[config.mk]
export PLATFORM = sky130hd
export DESIGN_NAME = udp_tx_scheduler
export DESIGN_NICKNAME = d
export VERILOG_FILES = /design/src/rtl/udp_tx_scheduler.sv
export SDC_FILE = /design/constraint.sdc
export NUM_CORES = 1
export LEC_CHECK = 0
export BUFFER_PORTS_ARGS = -buffer_cell sky130_fd_sc_hd__buf_4
export CAP_MARGIN = 20
export CORE_UTILIZATION = 40
export CTS_CLUSTER_DIAMETER = 30
export DETAILED_ROUTE_END_ITERATION = 10
export PLACE_DENSITY = 0.77
export SLEW_MARGIN = 20
export SYNTH_ARGS = -nofsm -noshare
export SYNTH_HDL_FRONTEND = slang
export SYNTH_SLANG_ARGS = --single-unit
[constraint.sdc]
create_clock -name clk -period 3.1 [get_ports clk]
set_input_delay 0.155 -clock clk [delete_from_list [all_inputs] [get_ports clk]]
set_output_delay 0.155 -clock clk [all_outputs]
set_load 0.02 [all_outputs]
[src/rtl/udp_tx_scheduler.sv]
// udp_tx_scheduler: two-requester round-robin scheduler for UDP frame launches.
// A granted request is latched, launched with a one-cycle tx_start pulse, then
// the block waits for tx_last (or a timeout) and enforces an inter-frame gap.
module udp_tx_scheduler #(
  parameter int GAP_CYCLES = 12,
  parameter int TIMEOUT    = 4096
) (
  input  logic        clk,
  input  logic        rst,
  input  logic [1:0]  req_valid,
  output logic [1:0]  req_ready,
  input  logic [31:0] req_src_port,
  input  logic [31:0] req_dst_port,
  input  logic [31:0] req_length,
  input  logic [31:0] req_checksum,
  output logic        tx_start,
  output logic [7:0]  protocol_out,
  output logic [15:0] src_port_out,
  output logic [15:0] dst_port_out,
  output logic [15:0] length_out,
  output logic [15:0] checksum_out,
  input  logic        tx_last,
  output logic        grant_id,
  output logic        busy,
  output logic        tx_done,
  output logic        tx_error
);

  typedef enum logic [1:0] {
    IDLE  = 2'd0,
    START = 2'd1,
    SEND  = 2'd2,
    GAP   = 2'd3
  } state_e;

  localparam logic [15:0] SEND_LAST = 16'(TIMEOUT - 1);
  localparam bit          HAS_GAP   = (GAP_CYCLES > 0);
  localparam logic [15:0] GAP_LAST  = HAS_GAP ? 16'(GAP_CYCLES - 1) : 16'd0;

  state_e      state_q, state_d;
  logic [15:0] send_cnt_q, gap_cnt_q;
  logic        rr_q;
  logic        grant_q;
  logic [15:0] src_q, dst_q, len_q, cks_q;
  logic        tx_start_q, tx_done_q, tx_error_q, busy_q;

  logic        winner_s;
  logic        accept_s;
  logic        timeout_s;

  // Timeout fires on the SEND cycle whose counter value is TIMEOUT-1.
  assign timeout_s = (state_q == SEND) && (send_cnt_q == SEND_LAST);

  // State register.
  always_ff @(posedge clk or posedge rst) begin
    if (rst) state_q <= IDLE;
    else     state_q <= state_d;
  end

  // Next-state logic; tx_last only matters in SEND and wins over the timeout.
  always_comb begin
    state_d = state_q;
    case (state_q)
      IDLE:    if (accept_s) state_d = START; else state_d = IDLE;
      START:   state_d = SEND;
      SEND:    if (tx_last || timeout_s) state_d = HAS_GAP ? GAP : IDLE; else state_d = SEND;
      GAP:     if (gap_cnt_q == GAP_LAST) state_d = IDLE; else state_d = GAP;
      default: state_d = IDLE;
    endcase
  end

  // Arbitration outputs: ready is offered only in IDLE, one-hot to the round-robin winner.
  always_comb begin
    winner_s  = 1'b0;
    req_ready = 2'b00;
    accept_s  = 1'b0;
    if (!rst && (state_q == IDLE) && (req_valid != 2'b00)) begin
      if (req_valid == 2'b11) winner_s = rr_q;
      else                    winner_s = req_valid[1];
      req_ready = winner_s ? 2'b10 : 2'b01;
      accept_s  = 1'b1;
    end else begin
      winner_s  = 1'b0;
      req_ready = 2'b00;
      accept_s  = 1'b0;
    end
  end

  // SEND and GAP cycle counters, cleared whenever their state is (re)entered.
  always_ff @(posedge clk or posedge rst) begin
    if (rst) begin
      send_cnt_q <= 16'd0;
      gap_cnt_q  <= 16'd0;
    end else begin
      if ((state_q == SEND) && (state_d == SEND)) send_cnt_q <= send_cnt_q + 16'd1;
      else                                        send_cnt_q <= 16'd0;
      if ((state_q == GAP) && (state_d == GAP))   gap_cnt_q  <= gap_cnt_q + 16'd1;
      else                                        gap_cnt_q  <= 16'd0;
    end
  end

  // Grant latch, round-robin pointer and registered status pulses.
  always_ff @(posedge clk or posedge rst) begin
    if (rst) begin
      rr_q       <= 1'b0;
      grant_q    <= 1'b0;
      src_q      <= 16'd0;
      dst_q      <= 16'd0;
      len_q      <= 16'd0;
      cks_q      <= 16'd0;
      tx_start_q <= 1'b0;
      tx_done_q  <= 1'b0;
      tx_error_q <= 1'b0;
      busy_q     <= 1'b0;
    end else begin
      tx_start_q <= accept_s;
      tx_done_q  <= (state_q == SEND) && tx_last;
      tx_error_q <= timeout_s && !tx_last;
      busy_q     <= (state_d != IDLE);
      if (accept_s) begin
        rr_q    <= ~winner_s;
        grant_q <= winner_s;
        src_q   <= winner_s ? req_src_port[31:16] : req_src_port[15:0];
        dst_q   <= winner_s ? req_dst_port[31:16] : req_dst_port[15:0];
        len_q   <= winner_s ? req_length[31:16]   : req_length[15:0];
        cks_q   <= winner_s ? req_checksum[31:16] : req_checksum[15:0];
      end
    end
  end

  assign protocol_out = 8'd17;
  assign tx_start     = tx_start_q;
  assign tx_done      = tx_done_q;
  assign tx_error     = tx_error_q;
  assign busy         = busy_q;
  assign grant_id     = grant_q;
  assign src_port_out = src_q;
  assign dst_port_out = dst_q;
  assign length_out   = len_q;
  assign checksum_out = cks_q;

endmodule
==> flow_summary_export.csv <==
group,metric,value,unit
run_status,status,"finished, violations left",
run_status,violations,"design-rule violations, negative hold slack",
placed_design,gp_congestion,0.8426,
floorplan,dieHeight,112.3,um
setup_path,critPathCaptureType,"flip-flop",
run,drv_cap,0,
synthesis,synth_cell_types,36,
final_layout,final_nets,803,
timing,fin_crit_sh,76.92,%
pwr,seqPwrFrac,42.2,%
floorplan,core,11610,um^2
clocking,post_cts_resized,0,
final_layout,fin_util,58.46,%
drt,first_pass_iters,7,
drt,route.detailed.drc,20,
final_layout,antenna_cells,0,
setup_path,r2r_start,"send_cnt_q[0]",
timing,rsz0062_at_grt,"no",
timing,finalHoldViolCount,25,
grt,grt_pass1_vias,3982,
setup_path,critPathArrivalTime,2.57,ns
synthesis,yosysWarnings,0,
floorplan,io_pins,212,
floorplan,num_rows,39,
clocking,hold_buffers,1,
final_layout,drive_gt1_share,34.47,%
pwr,switching_share,33.85,%
grt,antenna_found_initial,0,
timing,slew_headroom,46.65,%
clocking,clk_path_buf_depth,2,
clocking,clk_pin_slew,0.07,ns
setup_path,crit_fanout,15,
grt,grt_overflow,0,
setup_path,crit_required,3.28,ns
final_layout,syn_to_final_growth,39.63,%
grt,grt_usage,18.74,%
timing,skew,0.008166,ns
drt,wirelength,11470,um
pwr,leakagePower,3.538,nW
timing,worstMarginPinSlew,0.8003,ns
pwr,p_switching,1.453,mW
timing,setup_viol,0,
grt,grt_max_degree,93,
floorplan,die_area,12600,um^2
pwr,power_density,632.1,nW/um^2
synthesis,ys_ff_latch,104,
timing,drv_slew,0,
drt,wire_per_inst,14.05,um
clocking,cts_tree,"done",
placed_design,dp.final_hpwl,8734,um
setup_path,start_kind,"flip-flop",
setup_path,crit_type,"reg2reg",
grt,grt_pass1_wl,19000,um
drt,ant_nets,0,
timing,period_minus_slack,2.385,ns
final_layout,nFillCells,975,
clocking,clk_latency,0.34,ns
drt,drt-initial-drc-count,256,
timing,whs,-0.02185,ns
pwr,p_clk_share,25.0,%
floorplan,initial_utilization,41.87,%
synthesis,avgSynthCellArea,10.19,um^2
pwr,ir_drop,0.0002383,V
hold_path,worstHoldPathType,"in2async",
setup_path,startpoint,"send_cnt_q[0]",
clocking,cts_inserted_buffers,9,
timing,timing.fmax,419.4,MHz
clocking,clock_sinks,104,
clocking,cts_setup_buffers,0,
pwr,pwr-share-comb,32.7,%
clocking,cts-root-buf,"clkbuf_16",
drt,dr_total_vias,4024,
pwr,finalPower,4.291,mW
timing,setup_tns,0,ns
synthesis,synth_area,4862,um^2
placed_design,io_buffers,203,
synthesis,ys_seq_area_share,53.53,%
pwr,p_int,2.839,mW
clocking,htreeDepth,3,
drt,drt-vias-per-instance,4.931,
floorplan,fp.dieW,112.3,um
synthesis,synth_cells,477,
## final timing paths
kind,depth (start not counted),to,slack [ns]
setup / recovery,5,send_cnt_q[3],0.72
hold / removal,2,checksum_out[3],-0.02
setup reg to reg,5,send_cnt_q[3],0.72
hold reg to reg,2,dst_port_out[5],0.48
max in group asynchronous,3,rr_q,2.40
min in group clk,3,src_port_out[5],0.10
## flip-flops by register name (all words and copies together) (netlist names), 2 cells and up
name,cells
dst_port_out,16
checksum_out,16
src_port_out,16
gap_cnt_q,16
send_cnt_q,16
state_q,2
length_out,16
## cell type report
class / instances / area [um^2] / share of cell area [%]
Sequential cell: 104 / 2603 / 38.33
Clock buffer: 10 / 239.0 / 3.520
Multi-Input combinational cell: 339 / 2102 / 30.96
Timing Repair Buffer: 208 / 1589 / 23.41
Inverter: 6 / 27.53 / 0.4055
Tap cell: 143 / 178.9 / 2.635
Clock inverter: 6 / 50.05 / 0.7372
## power groups by stage
stage,Combinational (mW),Clock [mW],Sequential (mW)
2_1_floorplan,0.490,0,2.11
3_3_place_gp,1.39,0,1.83
3_5_place_dp,1.42,0,1.84
4_1_cts,1.42,1.10,1.82
5_1_grt,1.53,1.16,1.85
6_report,1.41,1.07,1.81
## metrics by stage
step / area [um^2] / std cells / worst slack, ns
finish: 6789 / 816 / 0.7154
floorplan: 4885 / 483 / 0.2128
global placement: 6487 / 799 / 0.8394
detailed placement: 6487 / 799 / 0.7267
CTS: 6787 / 816 / 0.7058
global route: 6789 / 816 / 0.5442
## worst max-delay path, cell delays in order, from the launching register on
cell and delay [ns]:
dfrtp_1 0.43, ha_1 0.27, inv_1 0.11, or4_4 0.58, o41ai_4 0.72, nor2_1 0.13
## routing by layer
layer / up-vias / routed length [um] / track usage (%)
li1: 2003 / - / -
met1: 1894 / 4741 / 23.43
met2: 116 / 5974 / 33.37
met3: 11 / 663 / 3.996
met4: 0 / 89 / 4.089
met5: - / 0 / 0
## Yosys cell counts, drive strengths merged
cell type | number | share of area, %
nor3 | 6 | 0.62
xor2 | 10 | 1.8
clkbuf | 17 | 1.3
a21oi | 5 | 0.51
nand4 | 10 | 1.6
mux2i | 64 | 13
nand3 | 17 | 1.7
inv | 6 | 0.46
o41ai | 1 | 0.57
nand2 | 71 | 5.5
a31o | 1 | 0.18
dfrtp | 104 | 54
nor4bb | 1 | 0.21
o31ai | 1 | 0.15
nor4 | 5 | 0.64
nor2b | 2 | 0.26
conb | 2 | 0.15
or3 | 3 | 0.39
and2 | 2 | 0.26
o21ai | 67 | 6.9
buf | 17 | 2.3
ha | 2 | 0.51
and3 | 4 | 0.51
xnor2 | 14 | 2.5
and4 | 2 | 0.39
nor2 | 38 | 2.9
or4 | 3 | 0.62
o21bai | 1 | 0.15
a21o | 1 | 0.15
## kinds of logic after synthesis
family | count (synthesis) | share of synthesized area, %
compound gates | 77 | 8.621
xor+xnor | 24 | 4.323
flops | 104 | 53.53
mux | 64 | 13.18
other cells | 2 | 0.1545
buf+inv | 40 | 4.040
simple gates | 164 | 15.65
fa+ha+maj | 2 | 0.5146
## cells in the final DEF (no fill, tap or decap), types with 3 or more instances in the layout
master	netlist	routed
dfrtp_1	104	104
inv_6	0	3
nor3_1	6	6
xnor2_1	14	14
conb_1	2	8
nand2_1	71	71
inv_1	6	5
buf_4	9	205
nand3_1	17	17
o21ai_0	66	66
and3_1	4	4
nor2_1	38	38
xor2_1	10	10
clkbuf_16	0	9
nor4_1	5	5
mux2i_1	64	64
nand4_1	9	9
a21oi_1	5	5
No activity file was read; power rests on OpenSTA's default activity.
